--- src/rtl/gat_pkg.sv ---
// gat_pkg: shared scheduler state encoding and per-layer word-count helpers.
package gat_pkg;
  typedef enum logic [2:0] {IDLE, WAIT_LOAD, RUN, DRAIN, RELOAD, DONE} sched_state_t;
  localparam int unsigned DEF_SUBGRAPHS = 2708;
  localparam int unsigned DEF_FEATURE_OUT = 16;
  localparam int unsigned DEF_FEATURE_FINAL = 7;
  localparam int unsigned WORDS_L0 = DEF_SUBGRAPHS * DEF_FEATURE_OUT;
  localparam int unsigned WORDS_L1 = DEF_SUBGRAPHS * DEF_FEATURE_FINAL;
  function automatic int unsigned layer_words(input logic layer, input int unsigned nsub,
                                              input int unsigned nout, input int unsigned nfin);
    return nsub * (layer ? nfin : nout);
  endfunction
endpackage

--- src/rtl/gat_feat_fifo.sv ---
// gat_feat_fifo: small output FIFO absorbing BRAM read returns under stream backpressure.
module gat_feat_fifo #(
  parameter int DEPTH = 3,
  parameter int W = 32,
  parameter int CW = $clog2(DEPTH + 1)
) (
  input  logic          clk,
  input  logic          rst_n,
  input  logic          push,
  input  logic [W-1:0]  din,
  input  logic          pop,
  output logic [W-1:0]  dout,
  output logic [CW-1:0] count,
  output logic          empty
);
  localparam int PW = DEPTH > 1 ? $clog2(DEPTH) : 1;
  logic [W-1:0] mem_q [DEPTH];
  logic [W-1:0] mem_d [DEPTH];
  logic [PW-1:0] wr_q, wr_d, rd_q, rd_d;
  logic [CW-1:0] cnt_q, cnt_d;
  function automatic logic [PW-1:0] nxt(input logic [PW-1:0] p);
    return (p == PW'(DEPTH - 1)) ? '0 : p + 1'b1;
  endfunction
  always_comb begin
    mem_d = mem_q;
    if (push) mem_d[wr_q] = din;
    wr_d = push ? nxt(wr_q) : wr_q;
    rd_d = pop ? nxt(rd_q) : rd_q;
    cnt_d = cnt_q + CW'(push) - CW'(pop);
  end
  always_ff @(posedge clk) begin
    if (!rst_n) begin
      mem_q <= '{default: '0};
      wr_q <= '0;
      rd_q <= '0;
      cnt_q <= '0;
    end else begin
      mem_q <= mem_d;
      wr_q <= wr_d;
      rd_q <= rd_d;
      cnt_q <= cnt_d;
    end
  end
  assign dout = mem_q[rd_q];
  assign count = cnt_q;
  assign empty = cnt_q == '0;
endmodule

--- src/rtl/gat_layer_scheduler.sv ---
// gat_layer_scheduler: sequences load gating, two GAT layers, feature readback streaming
// and the inter-layer weight reload handshake.
module gat_layer_scheduler import gat_pkg::*; #(
  parameter int NEW_FEATURE_WIDTH = 32,
  parameter int NUM_SUBGRAPHS = DEF_SUBGRAPHS,
  parameter int NUM_FEATURE_OUT = DEF_FEATURE_OUT,
  parameter int NUM_FEATURE_FINAL = DEF_FEATURE_FINAL,
  parameter int RD_LAT = 2,
  parameter int TIMEOUT_W = 24,
  parameter int FEAT_ADDR_W = $clog2(NUM_SUBGRAPHS * NUM_FEATURE_OUT)
) (
  input  logic                         clk,
  input  logic                         rst_n,
  input  logic                         start,
  input  logic                         h_data_bram_load_done,
  input  logic                         h_node_info_bram_load_done,
  input  logic                         wgt_bram_load_done,
  output logic                         core_h_data_load_done,
  output logic                         core_h_node_info_load_done,
  output logic                         core_wgt_load_done,
  output logic                         gat_layer,
  input  logic                         gat_ready,
  output logic [FEAT_ADDR_W-1:0]       feat_bram_addrb,
  input  logic [NEW_FEATURE_WIDTH-1:0] feat_bram_dout,
  output logic [NEW_FEATURE_WIDTH-1:0] feat_tdata,
  output logic                         feat_tvalid,
  input  logic                         feat_tready,
  output logic                         feat_tlast,
  output logic                         wgt_reload_req,
  output logic                         sched_busy,
  output logic                         sched_done,
  output logic                         sched_timeout,
  output logic                         sched_layer
);
  localparam int unsigned N0 = layer_words(1'b0, NUM_SUBGRAPHS, NUM_FEATURE_OUT, NUM_FEATURE_FINAL);
  localparam int unsigned N1 = layer_words(1'b1, NUM_SUBGRAPHS, NUM_FEATURE_OUT, NUM_FEATURE_FINAL);
  localparam int CW = $clog2(RD_LAT + 2);
  localparam int OW = $clog2(2 * RD_LAT + 2);
  sched_state_t state_q, state_d;
  logic gat_layer_q, gat_layer_d, timeout_q, timeout_d;
  logic [2:0] core_q, core_d;
  logic [TIMEOUT_W-1:0] wdog_q, wdog_d;
  logic [FEAT_ADDR_W-1:0] rd_addr_q, rd_addr_d, out_cnt_q, out_cnt_d, n_last;
  logic rd_done_q, rd_done_d, seen_fall_q, seen_fall_d, wgt_prev_q, wgt_prev_d;
  logic [RD_LAT-1:0] vld_q, vld_d;
  logic [OW-1:0] inflight, occ;
  logic [CW-1:0] fifo_cnt;
  logic [NEW_FEATURE_WIDTH-1:0] fifo_dout;
  logic fifo_empty, pop, issue, last, all_loaded, rise;
  assign all_loaded = h_data_bram_load_done & h_node_info_bram_load_done & wgt_bram_load_done;
  assign n_last = gat_layer_q ? FEAT_ADDR_W'(N1 - 1) : FEAT_ADDR_W'(N0 - 1);
  assign pop = ~fifo_empty & feat_tready;
  assign last = out_cnt_q == n_last;
  assign rise = seen_fall_q & ~wgt_prev_q & wgt_bram_load_done;
  // Occupancy net of this cycle's pop keeps the pipe full at one word per cycle.
  assign occ = inflight + OW'(fifo_cnt) - OW'(pop);
  assign issue = (state_q == DRAIN) & ~rd_done_q & (occ < OW'(RD_LAT + 1));
  always_comb begin
    inflight = '0;
    for (int i = 0; i < RD_LAT; i++) inflight = inflight + OW'(vld_q[i]);
  end
  always_comb begin
    state_d = state_q;
    gat_layer_d = gat_layer_q;
    timeout_d = timeout_q;
    case (state_q)
      IDLE, DONE: if (start) begin
        state_d = WAIT_LOAD;
        gat_layer_d = 1'b0;
        timeout_d = 1'b0;
      end
      WAIT_LOAD: if (all_loaded) state_d = RUN;
      RUN: if (gat_ready) state_d = DRAIN;
        else if (&wdog_q) begin
          state_d = DONE;
          timeout_d = 1'b1;
        end
      DRAIN: if (pop & last) state_d = gat_layer_q ? DONE : RELOAD;
      RELOAD: if (rise) begin
        state_d = RUN;
        gat_layer_d = 1'b1;
      end
      default: state_d = IDLE;
    endcase
    core_d = (state_d == RUN || state_d == DRAIN) ?
             {h_data_bram_load_done, h_node_info_bram_load_done, wgt_bram_load_done} : 3'b000;
    wdog_d = (state_q == RUN) ? wdog_q + TIMEOUT_W'(~&wdog_q) : '0;
    rd_addr_d = (state_q == DRAIN) ? rd_addr_q + FEAT_ADDR_W'(issue) : '0;
    rd_done_d = (state_q == DRAIN) & (rd_done_q | (issue & (rd_addr_q == n_last)));
    out_cnt_d = (state_q == DRAIN) ? out_cnt_q + FEAT_ADDR_W'(pop) : '0;
    vld_d = (vld_q << 1) | RD_LAT'(issue);
    seen_fall_d = (state_q == RELOAD) & (seen_fall_q | (wgt_prev_q & ~wgt_bram_load_done));
    wgt_prev_d = wgt_bram_load_done;
  end
  always_ff @(posedge clk) begin
    if (!rst_n) begin
      state_q <= IDLE;
      gat_layer_q <= 1'b0;
      timeout_q <= 1'b0;
      core_q <= '0;
      wdog_q <= '0;
      rd_addr_q <= '0;
      rd_done_q <= 1'b0;
      out_cnt_q <= '0;
      vld_q <= '0;
      seen_fall_q <= 1'b0;
      wgt_prev_q <= 1'b0;
    end else begin
      state_q <= state_d;
      gat_layer_q <= gat_layer_d;
      timeout_q <= timeout_d;
      core_q <= core_d;
      wdog_q <= wdog_d;
      rd_addr_q <= rd_addr_d;
      rd_done_q <= rd_done_d;
      out_cnt_q <= out_cnt_d;
      vld_q <= vld_d;
      seen_fall_q <= seen_fall_d;
      wgt_prev_q <= wgt_prev_d;
    end
  end
  gat_feat_fifo #(.DEPTH(RD_LAT + 1), .W(NEW_FEATURE_WIDTH), .CW(CW)) u_fifo (
    .clk  (clk),
    .rst_n(rst_n),
    .push (vld_q[RD_LAT-1]),
    .din  (feat_bram_dout),
    .pop  (pop),
    .dout (fifo_dout),
    .count(fifo_cnt),
    .empty(fifo_empty)
  );
  assign {core_h_data_load_done, core_h_node_info_load_done, core_wgt_load_done} = core_q;
  assign gat_layer = gat_layer_q;
  assign sched_layer = gat_layer_q;
  assign sched_timeout = timeout_q;
  assign feat_bram_addrb = rd_addr_q;
  assign feat_tvalid = ~fifo_empty;
  assign feat_tdata = fifo_empty ? '0 : fifo_dout;
  assign feat_tlast = ~fifo_empty & last;
  assign wgt_reload_req = state_q == RELOAD;
  assign sched_busy = state_q != IDLE && state_q != DONE;
  assign sched_done = state_q == DONE;
endmodule

--- config.mk ---
export PLATFORM = sky130hd
export DESIGN_NAME = gat_layer_scheduler
export DESIGN_NICKNAME = d
export VERILOG_FILES = /design/src/rtl/gat_pkg.sv /design/src/rtl/gat_feat_fifo.sv /design/src/rtl/gat_layer_scheduler.sv
export SDC_FILE = /design/constraint.sdc
export NUM_CORES = 1
export LEC_CHECK = 0
export BUFFER_PORTS_ARGS = -buffer_cell sky130_fd_sc_hd__buf_2
export CAP_MARGIN = 15
export CORE_ASPECT_RATIO = 0.5
export CORE_MARGIN = 4
export CORE_UTILIZATION = 45
export CTS_BUF_LIST = sky130_fd_sc_hd__clkbuf_4
export DETAILED_ROUTE_END_ITERATION = 7
export SETUP_SLACK_MARGIN = 0.5
export SLEW_MARGIN = 15
export SYNTH_ARGS = -nofsm -noshare
export SYNTH_HDL_FRONTEND = slang
export SYNTH_SLANG_ARGS = --single-unit
--- constraint.sdc ---
create_clock -name clk -period 4.42 [get_ports clk]
set_clock_uncertainty 0.05 [all_clocks]
set_input_delay 0.663 -clock clk [delete_from_list [all_inputs] [get_ports clk]]
set_output_delay 0.663 -clock clk [all_outputs]
set_load 0.01 [all_outputs]
### Word level (Yosys, flattened, before mapping)

Index checks and enable logic that the tools add are counted.

* bits in registers: 171
* input port bits: 40
* output and inout bits: 59
* logic and storage cells: 109

* add/subtract/negate cells: 10
* $lt $le $gt $ge: 4
* equality and inequality tests: 16
* muxes and demuxes: 24
* bitwise logic cells: 22
* reductions and logical operators: 16

Operators by type and width (number)
* $mux 32: 4
* $bwmux 96: 1
* $bmux 32 s2: 1
* $demux 32 s2: 1
* $add 16x1->16: 2
* $eq 16x16->1: 2
* $add 24x1->24: 1
* $reduce_and 24->1: 1
* $mux 3: 6
* $mux 16: 1
* $pmux 3 s5: 1
* $and 1x1->1: 13
* $eq 3x2->1 const B: 4
* $eq 3x3->1 const B: 2
* $ge 3x3->1 const B: 2
* $ne 2x2->1 const B: 3
* $not 2->3: 2
* $reduce_and 2->1: 3
* $mux 1: 5
* $add 2x1->2 const B: 2
* $eq 2x2->1 const B: 2
* $mux 2: 2
* $not 1->1: 4
* $pmux 1 s2: 2
* other kinds (22): 25

### Depth between registers and ports, before layout

Gate-level depths: netlist of run 1.

* word-level depth: 9
* mapped depth: 16

### Cells and area by module

From an unflattened synthesis of run 1, not the netlist that was laid out.

* cell total of the unflattened synthesis: 855
* area total of the unflattened synthesis: 7947.6 µm²

Modules (own cells, without submodules)
* gat_feat_fifo: instances 1, cells an instance 451, area each 4459.3 µm²
* gat_layer_scheduler: instances 1, cells an instance 404, area each 3488.3 µm²

### Worst setup path after synthesis of run 1

No wires, ideal clock.

* path kind: input to register
* from: in feat_tready
* to: reg rd_addr_q[12] (netlist: feat_bram_addrb[12])
* setup time: 0.128 ns
* arrival time: 3.111 ns
* required time: 4.242 ns
* setup slack: 1.131 ns
* stages: 14
* cells stage by stage: nand2_1 > mux2i_1 > ha_1 > inv_1 > fa_1 > o22ai_1 > a2111oi_2 > ha_1 > ha_1 > nand2_1 > nor4_1 > nand2_1 > xor2_1 > nor2_1

* word-level cells in the longest chain between the ends: 5

RTL lines
* start: declaration: RTL line gat_layer_scheduler.sv:27 `input logic feat_tready,`
* $and 1x1->1: RTL line gat_layer_scheduler.sv:52 `assign pop = ~fifo_empty & feat_tready;`
* $sub 3x1->3: RTL line gat_layer_scheduler.sv:56 `assign occ = inflight + OW'(fifo_cnt) - OW'(pop);`
* $lt 3x2->1: RTL line gat_layer_scheduler.sv:57 `assign issue = (state_q == DRAIN) & ~rd_done_q & (occ < OW'(RD_LAT + 1));`
* $and 1x1->1: RTL line gat_layer_scheduler.sv:57
* named net issue: RTL line gat_layer_scheduler.sv:49 `logic fifo_empty, pop, issue, last, all_loaded, rise;`
* $add 16x1->16: RTL line gat_layer_scheduler.sv:88 `rd_addr_d = (state_q == DRAIN) ? rd_addr_q + FEAT_ADDR_W'(issue) : '0;`
* end signal: assignment: RTL line gat_layer_scheduler.sv:114 `rd_addr_q <= rd_addr_d;`
* end: declaration: RTL line gat_layer_scheduler.sv:43 `logic [FEAT_ADDR_W-1:0] rd_addr_q, rd_addr_d, out_cnt_q, out_cnt_d, n_last;`

The timed path passes the listed nets, and every way through them passes these cells.
A chain may end at the register's enable or synchronous reset.

### Final worst setup path of run 1

* from: reg u_fifo.cnt_q[0] (netlist: u_fifo.count[0])
* to: reg rd_addr_q[14] (netlist: feat_bram_addrb[14])

* word-level cells in the longest chain between the ends: 7
* elaborated cells between the ends (all ways): 8

RTL lines
* start: declaration: RTL line gat_feat_fifo.sv:20 `logic [CW-1:0] cnt_q, cnt_d;`
* start signal: assignment: RTL line gat_feat_fifo.sv:41 `cnt_q <= cnt_d;`
* branches (longest 3 deep; another with $add 3x2->3)
* $sub 3x1->3 *: RTL line gat_layer_scheduler.sv:56
* $lt 3x2->1 *: RTL line gat_layer_scheduler.sv:57
* $and 1x1->1 *: RTL line gat_layer_scheduler.sv:57
* named net issue: RTL line gat_layer_scheduler.sv:49
* $add 16x1->16 *: RTL line gat_layer_scheduler.sv:88

Mark *: on every way through the listed nets, which the timed path passes.

==> results of run 1 <==
## per-layer routing
layer | vias up | routed length (µm) | track usage [%]
li1 | 3401 | - | -
met1 | 3174 | 9357 | 26.33
met2 | 112 | 9062 | 32.59
met3 | 7 | 704 | 3.854
met4 | 0 | 84 | 4.290
met5 | - | 0 | 0
## Yosys cell counts (4+ instances only)
cell	n	area [µm²]
o21ai_0	11	55.05
and2_1	12	75.07
nand2_1	249	934.7
a21boi_0	99	743.2
xor2_1	30	262.8
nor2b_1	6	37.54
nand3_1	24	120.1
nor2_1	101	379.1
nand4_1	13	81.33
mux2i_1	36	360.4
o22a_1	19	166.4
nand2b_1	5	31.28
or3_1	8	50.05
nor3_1	6	30.03
xnor2_1	11	96.34
nor4_1	5	31.28
inv_1	15	56.30
a21oi_1	27	135.1
dfxtp_1	171	3423
ha_1	9	112.6
clkbuf_1	54	202.7
buf_2	4	20.02
and3_1	11	68.82
## power groups by stage
| stage | registers, mW | logic (mW) | clock network (mW) |
|---|---|---|---|
| after CTS | 1.55 | 0.0857 | 0.921 |
| after detailed placement | 1.59 | 0.0855 | 0 |
| after global placement | 1.58 | 0.0852 | 0 |
| final | 1.55 | 0.0852 | 0.887 |
| after floorplan | 1.58 | 0.0460 | 0 |
| after global routing | 1.55 | 0.0934 | 0.988 |
## layout by cell type (no fill, tap or decap), types with 7 or more instances in the layout
cell type  Yosys  final
nand4_1       13     13
ha_1           9      9
nand3_1       24     24
o21ai_0       11     11
buf_4          1      7
and2_1        12     12
inv_1         15     15
a21oi_1       27     27
or3_1          8      8
xor2_1        30     30
clkbuf_4       0     19
nand2_1      249    249
xnor2_1       11     11
dfxtp_1      171    169
nor2_1       101     99
and3_1        11     11
buf_2          4     98
a21boi_0      99     99
mux2i_1       36     36
o22a_1        19     19
## worst max-delay path: stages (launching register included)
cell       delay (ns)
dfxtp_1          0.45
nor2_2           0.07
inv_1            0.11
nand2_1          0.18
mux2i_1          0.23
ha_1             0.18
inv_1            0.04
fa_1             0.49
o22ai_1          0.09
a2111oi_2        0.33
ha_1             0.28
ha_1             0.22
nand2_1          0.13
nor4_2           0.34
nand2_1          0.12
xor2_1           0.15
nor2_1           0.05
## sequential cells by signal, indices dropped and copies added (netlist names)
register,flops
u_fifo.mem_q,96
wdog_q,24
feat_bram_addrb,16
out_cnt_q,16
core_q,3
state_q,3
u_fifo.count,2
u_fifo.rd_q,2
u_fifo.wr_q,2
vld_q,2
gat_layer,1
rd_done_q,1
sched_timeout,1
seen_fall_q,1
wgt_prev_q,1
## cells by family after synthesis
| family | synth area share (%) |
|---|---|
| AO/OA/AOI/OAI | 15.57 |
| multiplexers | 4.535 |
| AND/OR/NAND/NOR | 26.80 |
| buffers and inverters | 3.811 |
| adder cells (fa/ha/maj) | 1.669 |
| XOR/XNOR | 4.520 |
| flip-flops | 43.09 |
## what timing repair did
| item | CTS | global route |
|---|---|---|
| hold buffers | 0 | 0 |
| endpoints found under the setup margin | 0 | 4 |
| gates resized for setup | 0 | 2 |
## cell type report
type / count / area (µm²)
fill: 1725 / 8516
multi-input combinational: 730 / 4252
sequential: 171 / 3426
timing repair buffer: 105 / 543.0
tap: 234 / 292.8
clock buffer: 19 / 142.6
clock inverter: 12 / 123.9
inverter: 15 / 56.30
antenna: 2 / 5.005
## through the flow
step	area (µm²)	power (mW)	worst slack (ns)
after floorplan	7945	1.628	1.131
after global placement	8557	1.670	0.6865
after detailed placement	8557	1.671	0.5691
after CTS	8823	2.559	0.6980
after global routing	8841	2.634	0.4237
final	8841	2.523	0.7873
## how the worst min path moves through the flow
| stage | start | to | slack, ns | depth (start not counted) |
|---|---|---|---|---|
| detailed placement | u_fifo.mem_q[72] | u_fifo.mem_q[72] | 0.41 | 2 |
| CTS | h_data_bram_load_done | core_q[2] | 0.22 | 3 |
| global route | h_node_info_bram_load_done | core_q[1] | 0.20 | 3 |
| finish | h_data_bram_load_done | core_q[2] | 0.27 | 3 |
| global placement | u_fifo.mem_q[74] | u_fifo.mem_q[74] | 0.40 | 2 |
| floorplan | wdog_q[23] | wdog_q[23] | 0.39 | 2 |
==> results.toml, run 1 <==
[cells_and_area]
area_growth_pct = 11.28
final_cell_count_no_fill = 1288
drive_above_1_share_pct = 15.11
nets = 1090
utilization_pct = 50.94

[run_status]
status = "complete, no violations"

[die]
core_area_mm2 = 0.01736
ios = 99
rows = 34
initial_utilization_pct = 45.78
die_w_um = 195.9
die_area_mm2 = 0.01997
die-height_um = 102.0

[clock_network]
path_clk_slew_ns = 0.15
clockBufferDepth = 2
cts-buffers-inserted = 17
cts_sinks = 171
tritoncts = "built"
clock_latency_ns = 0.54
clockRootBuffer = "clkbuf_4"
h-tree-depth = 4
post-cts-setup-buffers = 0

[hold_path]
hold_path.class = "in2reg"

[worst_setup_path]
endpoint = "feat_bram_addrb[14]"
cp-start-kind = "flip-flop"
arrival_ns = 4.00
reg2reg_to = "feat_bram_addrb[14]"
critPathRequiredTime_ns = 4.79
path_class = "reg2reg"
reg2reg_depth = 16
end_kind = "flip-flop"
critPathMaxFanout = 8
crit_start = "u_fifo.count[0]"
reg2reg_slack_ns = 0.79
r2r-start = "u_fifo.count[0]"

[grt]
grt_antenna_before_repair = 1
grt_first_pass_wirelength_mm = 31.84
grt_max_degree = 109
grt_pass1_vias = 6380
grt.total_usage_pct = 19.40
grt_overflow = 0

[drt]
ant_nets = 0
drt-total-wl_mm = 19.21
wl_per_cell_um = 14.91
post-route-drc-count = 0
first_iter_violations = 313
vias = 6694
routed_via_density = 5.197
dr.pass1.iters = 5

[power]
switching_share_pct = 23.73
ir_worst_vdd_uv = 161.5
cell_internal_pwr_mw = 1.925
clkPwrFrac_pct = 35.1
share_comb_of_total_power_pct = 3.4
power_density_mw_per_mm2 = 285.4
p_seq_share_pct = 61.5
p_sw_mw = 0.5989
leakagePower_nw = 3.022

[yosys]
async_flop_share_pct = 0
synth_seq_area_share_pct = 43.09
ys_ff_latch = 171
syn_inst = 977
ys.warnings.count = 0
mappedNetlistArea_mm2 = 0.007945
synth-edff-count = 0
synth.distinct_cells = 61
synth_ff_type = "dfxtp_1"
avgSynthCellArea_um2 = 8.132
synthesis.nets = 1027

[timing]
period_share_pct = 82.19
slew_headroom_pct = 33.90
clock.fmax_mhz = 275.3
setup_tns_ns = 0
setup_viol = 0
whs_ns = 0.2718
grt_setup_unrepaired = "yes"
tightest_slew_ns = 0.9894
hold_viol_final = 0
min_period_ns = 3.633
report.final.slew_viol_count = 0

[flow_run]
drv_cap = 0

[placement]
post-place-cells = 1255
finalWeightedCongestion = 0.8050
io_buffers = 98
place_hpwl_mm = 12.03
Power figures use the tool's default switching activity.
==> run 2: changes to the inputs <==
==> constraint.sdc (replaced) <==
create_clock -name clk -period 3.35 [get_ports clk]
set_clock_uncertainty 0.05 [all_clocks]
set_input_delay 0.5025 -clock clk [delete_from_list [all_inputs] [get_ports clk]]
set_output_delay 0.5025 -clock clk [all_outputs]
set_load 0.01 [all_outputs]
==> results.toml, run 2 (synthesis gave the netlist of run 1 again) <==
[timing]
hold_viol_final = 0
period_share_pct = 89.29
report.final.slew_viol_count = 0
grt_setup_unrepaired = "yes"
setup_viol = 0
setup_ws_ns = 0.3587
whs_ns = 0.1216
min_period_ns = 2.991
clock.fmax_mhz = 334.3
setup_tns_ns = 0
slew_headroom_pct = 39.48
tightest_slew_ns = 0.9078

[placement]
placed_cell_area_mm2 = 0.008698
place_hpwl_mm = 12.26
pre_cts_slack_ns = -0.02528
finalWeightedCongestion = 0.8528
io_buffers = 98

[grt]
grt_first_pass_wirelength_mm = 32.40
grt.total_usage_pct = 19.51
grt_antenna_before_repair = 1
grt_pass1_vias = 6530
grt_overflow = 0
grt_max_degree = 106

[drt]
ant_nets = 0
first_iter_violations = 377
dr.pass1.iters = 5
drt-total-wl_mm = 19.60
vias = 6805
routed_via_density = 5.211
wl_met1_mm = 9.501
met3_length_um = 767
top_layer = "met4"
post-route-drc-count = 0
wl_met2_mm = 9.164
wl_per_cell_um = 15.01

[worst_setup_path]
reg2reg_slack_ns = 0.36
crit_chain = "nor2_4 > inv_4 > nand2_4 > mux2i_4 > ha_2 > inv_2 > fa_1 > o22ai_2 > a2111oi_4 > ha_2 > inv_2 > or3_4 > or3_1 > a21oi_1"
cp-start-kind = "flip-flop"
path_class = "reg2reg"
crit_slowest_cell = "fa_1"
arrival_ns = 3.42
critPathMaxFanout = 3
reg2reg_to = "feat_bram_addrb[9]"
reg2reg_depth = 14
slowest_delay_ns = 0.49
r2r-start = "u_fifo.count[0]"
critPathRequiredTime_ns = 3.78
end_kind = "flip-flop"

[die]
initial_utilization_pct = 45.78
die_w_um = 195.9
ios = 99
die_area_mm2 = 0.01997
rows = 34
core_area_mm2 = 0.01736
die-height_um = 102.0

[clock_network]
clock_latency_ns = 0.54
clockBufferDepth = 2
cts-buffers-inserted = 17
tritoncts = "built"
ctsHoldBuffers = 0
clockRootBuffer = "clkbuf_4"
h-tree-depth = 4
cts_sinks = 171
path_clk_slew_ns = 0.15

[cells_and_area]
drive_above_1_share_pct = 18.30
area_growth_pct = 14.96
reg_top3 = "u_fifo.mem_q (96), wdog_q (24)"
fillers = 1675
largest_reg_flops = 96
nets = 1108
mostFrequentLayoutCells = "nand2_1, dfxtp_1, nor2_1, a21boi_0, buf_2"
final_common_cell = "nand2_1"
largest-register = "u_fifo.mem_q"
stdcell_area_mm2 = 0.009134

[hold_path]
hold_path_depth = 3
hold_path_end = "core_q[1]"
hold_path.class = "in2reg"
hold_start = "h_node_info_bram_load_done"

[run_status]
status = "complete, no violations"

[power]
p_total_mw = 3.454
power_density_mw_per_mm2 = 378.1
leakagePower_nw = 3.206
ir_worst_vdd_uv = 196.6

[flow_run]
drv_cap = 0
run 2: cell count changes in the layout (fill, tap and decap cells not counted), sizes merged:
| cell | previous run | this run |
|---|---|---|
| clkinv | 8 | 4 |
| clkbuf | 19 | 21 |
| clkinvlp | 1 | 2 |
| bufinv | 2 | 3 |
| buf | 105 | 123 |
| inv | 16 | 17 |
| diode | 2 | 1 |
run 2: how the worst max path moves through the flow:
stage | start | to | slack, ns | cells after the start
6_report | u_fifo.count[0] | feat_bram_addrb[9] | 0.36 | 14
5_1_grt | u_fifo.count[0] | feat_bram_addrb[15] | 0.20 | 16
4_1_cts | u_fifo.count[0] | feat_bram_addrb[10] | 0.31 | 16
3_5_place_dp | feat_tready | feat_bram_addrb[10] | -0.03 | 15
3_3_place_gp | feat_tready | feat_bram_addrb[10] | 0.06 | 15
2_1_floorplan | feat_tready | feat_bram_addrb[12] | 0.34 | 14
run 2: worst max-delay path: cells and delay by family (launching register included):
family | cells | cell delay (ns)
adder cells (fa/ha/maj) | 3 | 0.97
AND/OR/NAND/NOR | 4 | 0.75
flip-flops | 1 | 0.42
AO/OA/AOI/OAI | 3 | 0.42
multiplexers | 1 | 0.16
buffers and inverters | 3 | 0.14
run 2: metrics by stage:
stage               instances  utilization [%]
floorplan                 977                -
global placement         1262            50.12
detailed placement       1262            50.12
CTS                      1300            52.26
global route             1306            52.62
finish                   1306            52.62
run 2: cell type report:
type	count	area [µm²]	share of cell area, %
Timing Repair Buffer	123	685.7	7.507
Inverter	15	58.81	0.6438
Multi-Input combinational cell	730	4359	47.73
Tap cell	234	292.8	3.205
Clock inverter	11	143.9	1.575
Antenna cell	1	2.502	0.02740
Sequential cell	171	3433	37.59
Clock buffer	21	157.7	1.726
run 2: timing repair:
item / 4_1_cts / 5_1_grt
cloned: 0 / 0
pin swaps: 8 / 7
gates resized for setup: 6 / 4
setup buffers: 6 / 5
setup endpoints to repair: 37 / 19
run 2: power by group:
part           total [mW]  leakage [nW]  switching [mW]  internal (mW)
clock network        1.29         0.160           0.741          0.552
registers            2.05          1.38         0.00728           2.04
logic               0.115          1.67          0.0652         0.0501
run 2: layer usage:
layer,GRT usage [%],vias up
met2,33.73,136
li1,-,3443
met3,3.524,15
met5,0,-
met1,25.85,3211
met4,4.611,0
==> run 3: changes to the inputs <==
--- a/config.mk
+++ b/config.mk
@@ -12,6 +12,7 @@
 export CORE_UTILIZATION = 45
 export CTS_BUF_LIST = sky130_fd_sc_hd__clkbuf_4
 export DETAILED_ROUTE_END_ITERATION = 7
+export RECOVER_POWER = 50
 export SETUP_SLACK_MARGIN = 0.5
 export SLEW_MARGIN = 15
 export SYNTH_ARGS = -nofsm -noshare
==> results.toml, run 3 (synthesis gave the netlist of run 1 again) <==
[die]
die_area_mm2 = 0.01997
die-height_um = 102.0
initial_utilization_pct = 45.78
rows = 34
die_w_um = 195.9
core_area_mm2 = 0.01736
ios = 99

[clock_network]
clock_latency_ns = 0.53
path_clk_slew_ns = 0.15
clockBufferDepth = 2
cts-buffers-inserted = 17
tritoncts = "built"
clockRootBuffer = "clkbuf_4"
ctsHoldBuffers = 0
h-tree-depth = 4
cts_sinks = 171

[grt]
grt_overflow = 0
use_met3_pct = 3.524
grt_first_pass_wirelength_mm = 32.40
grt_use_met1_pct = 25.85
grt_util_met2_pct = 33.73
grt_pass1_vias = 6530
grt-busiest-layer = "met2"
grt.total_usage_pct = 19.51
grt_max_degree = 106
grt_antenna_before_repair = 1

[cells_and_area]
largest_reg_flops = 96
nets = 1108
drive_above_1_share_pct = 16.15
final_common_cell = "nand2_1"
area_growth_pct = 14.54
stdcell_area_mm2 = 0.009100
mostFrequentLayoutCells = "nand2_1, dfxtp_1, nor2_1, a21boi_0, buf_2"
utilization_pct = 52.43
largest-register = "u_fifo.mem_q"
reg_top3 = "u_fifo.mem_q (96), wdog_q (24)"
final_cell_count_no_fill = 1306

[timing]
report.final.slew_viol_count = 106
setup_ws_ns = 0.3404
clock.fmax_mhz = 332.3
hold_viol_final = 0
setup_tns_ns = 0
min_period_ns = 3.010
tightest_slew_ns = 1.733
whs_ns = 0.1307
setup_viol = 0
slew_headroom_pct = -15.54
grt_setup_unrepaired = "yes"
period_share_pct = 89.84

[placement]
place_hpwl_mm = 12.26
finalWeightedCongestion = 0.8528
placed_cell_area_mm2 = 0.008698
post-place-cells = 1262
io_buffers = 98
pre_cts_slack_ns = -0.02528

[worst_setup_path]
critPathMaxFanout = 3
end_kind = "flip-flop"
reg2reg_slack_ns = 0.34
critPathRequiredTime_ns = 3.75
arrival_ns = 3.41
cp-start-kind = "flip-flop"
path_class = "reg2reg"

[drt]
vias = 6769
routed_via_density = 5.183
post-route-drc-count = 0
drt-total-wl_mm = 19.54
first_iter_violations = 382
wl_per_cell_um = 14.96
dr.pass1.iters = 5
ant_nets = 0

[hold_path]
hold_path.class = "in2reg"

[power]
share_comb_of_total_power_pct = 3.4
power_density_mw_per_mm2 = 379.2
p_total_mw = 3.450
clkPwrFrac_pct = 37.3
p_seq_share_pct = 59.3
ir_worst_vdd_uv = 195.6
leakagePower_nw = 3.106
switching_share_pct = 23.43
cell_internal_pwr_mw = 2.642
p_sw_mw = 0.8084

[flow_run]
drv_cap = 1

[run_status]
violations = "max-capacitance violations, max-slew violations"
status = "complete, but fails checks"
==> run 3: changes by cell type in the layout (fill, tap and decap cells not counted) <==
cell	change
clkbuf_1	+23
buf_2	-22
and2_0	+2
and2_1	-2
buf_4	-2
clkbuf_2	+1
==> run 3: layout make-up <==
type,count,area [µm²]
Tap cell,234,292.8
Fill cell,1685,8257
Sequential cell,171,3433
Inverter,15,58.81
Antenna cell,1,2.502
Multi-Input combinational cell,730,4359
Timing Repair Buffer,123,651.9
Clock inverter,11,143.9
Clock buffer,21,157.7
==> run 3: repair_timing <==
item / in CTS / in global routing
pin swaps: 8 / 7
resized for setup: 6 / 4
setup buffers: 6 / 5
setup endpoints to repair: 37 / 19
==> run 3: final timing paths <==
check | startpoint | end | cells after the start
worst max-delay path | u_fifo.count[0] | feat_bram_addrb[9] | 14
worst min-delay path | h_node_info_bram_load_done | core_q[1] | 3
worst max register to register | u_fifo.count[0] | feat_bram_addrb[9] | 14
worst min register to register | u_fifo.mem_q[51] | u_fifo.mem_q[51] | 2
==> run 3: power groups by stage <==
stage               clock (mW)  sequential, mW  combinational [mW]
floorplan                    0            2.09              0.0612
global placement             0            2.09               0.113
detailed placement           0            2.09               0.114
CTS                       1.33            2.05               0.115
global route              1.41            2.05               0.129
finish                    1.29            2.05               0.116
==> run 3: worst max-delay path, cell delays in order, from the launching register on <==
cell,delay [ns]
dfxtp_4,0.42
nor2_4,0.05
inv_4,0.06
nand2_4,0.05
mux2i_4,0.16
ha_2,0.19
inv_2,0.03
fa_1,0.49
o22ai_2,0.08
a2111oi_4,0.22
ha_2,0.29
inv_2,0.05
or3_4,0.34
or3_1,0.31
a21oi_1,0.12
==> run 3: layer usage <==
layer  vias up  share of wire (%)
li1       3442                  -
met1      3189                 48
met2       126                 47
met3        12                3.6
met4         0               0.82
met5         -                  0
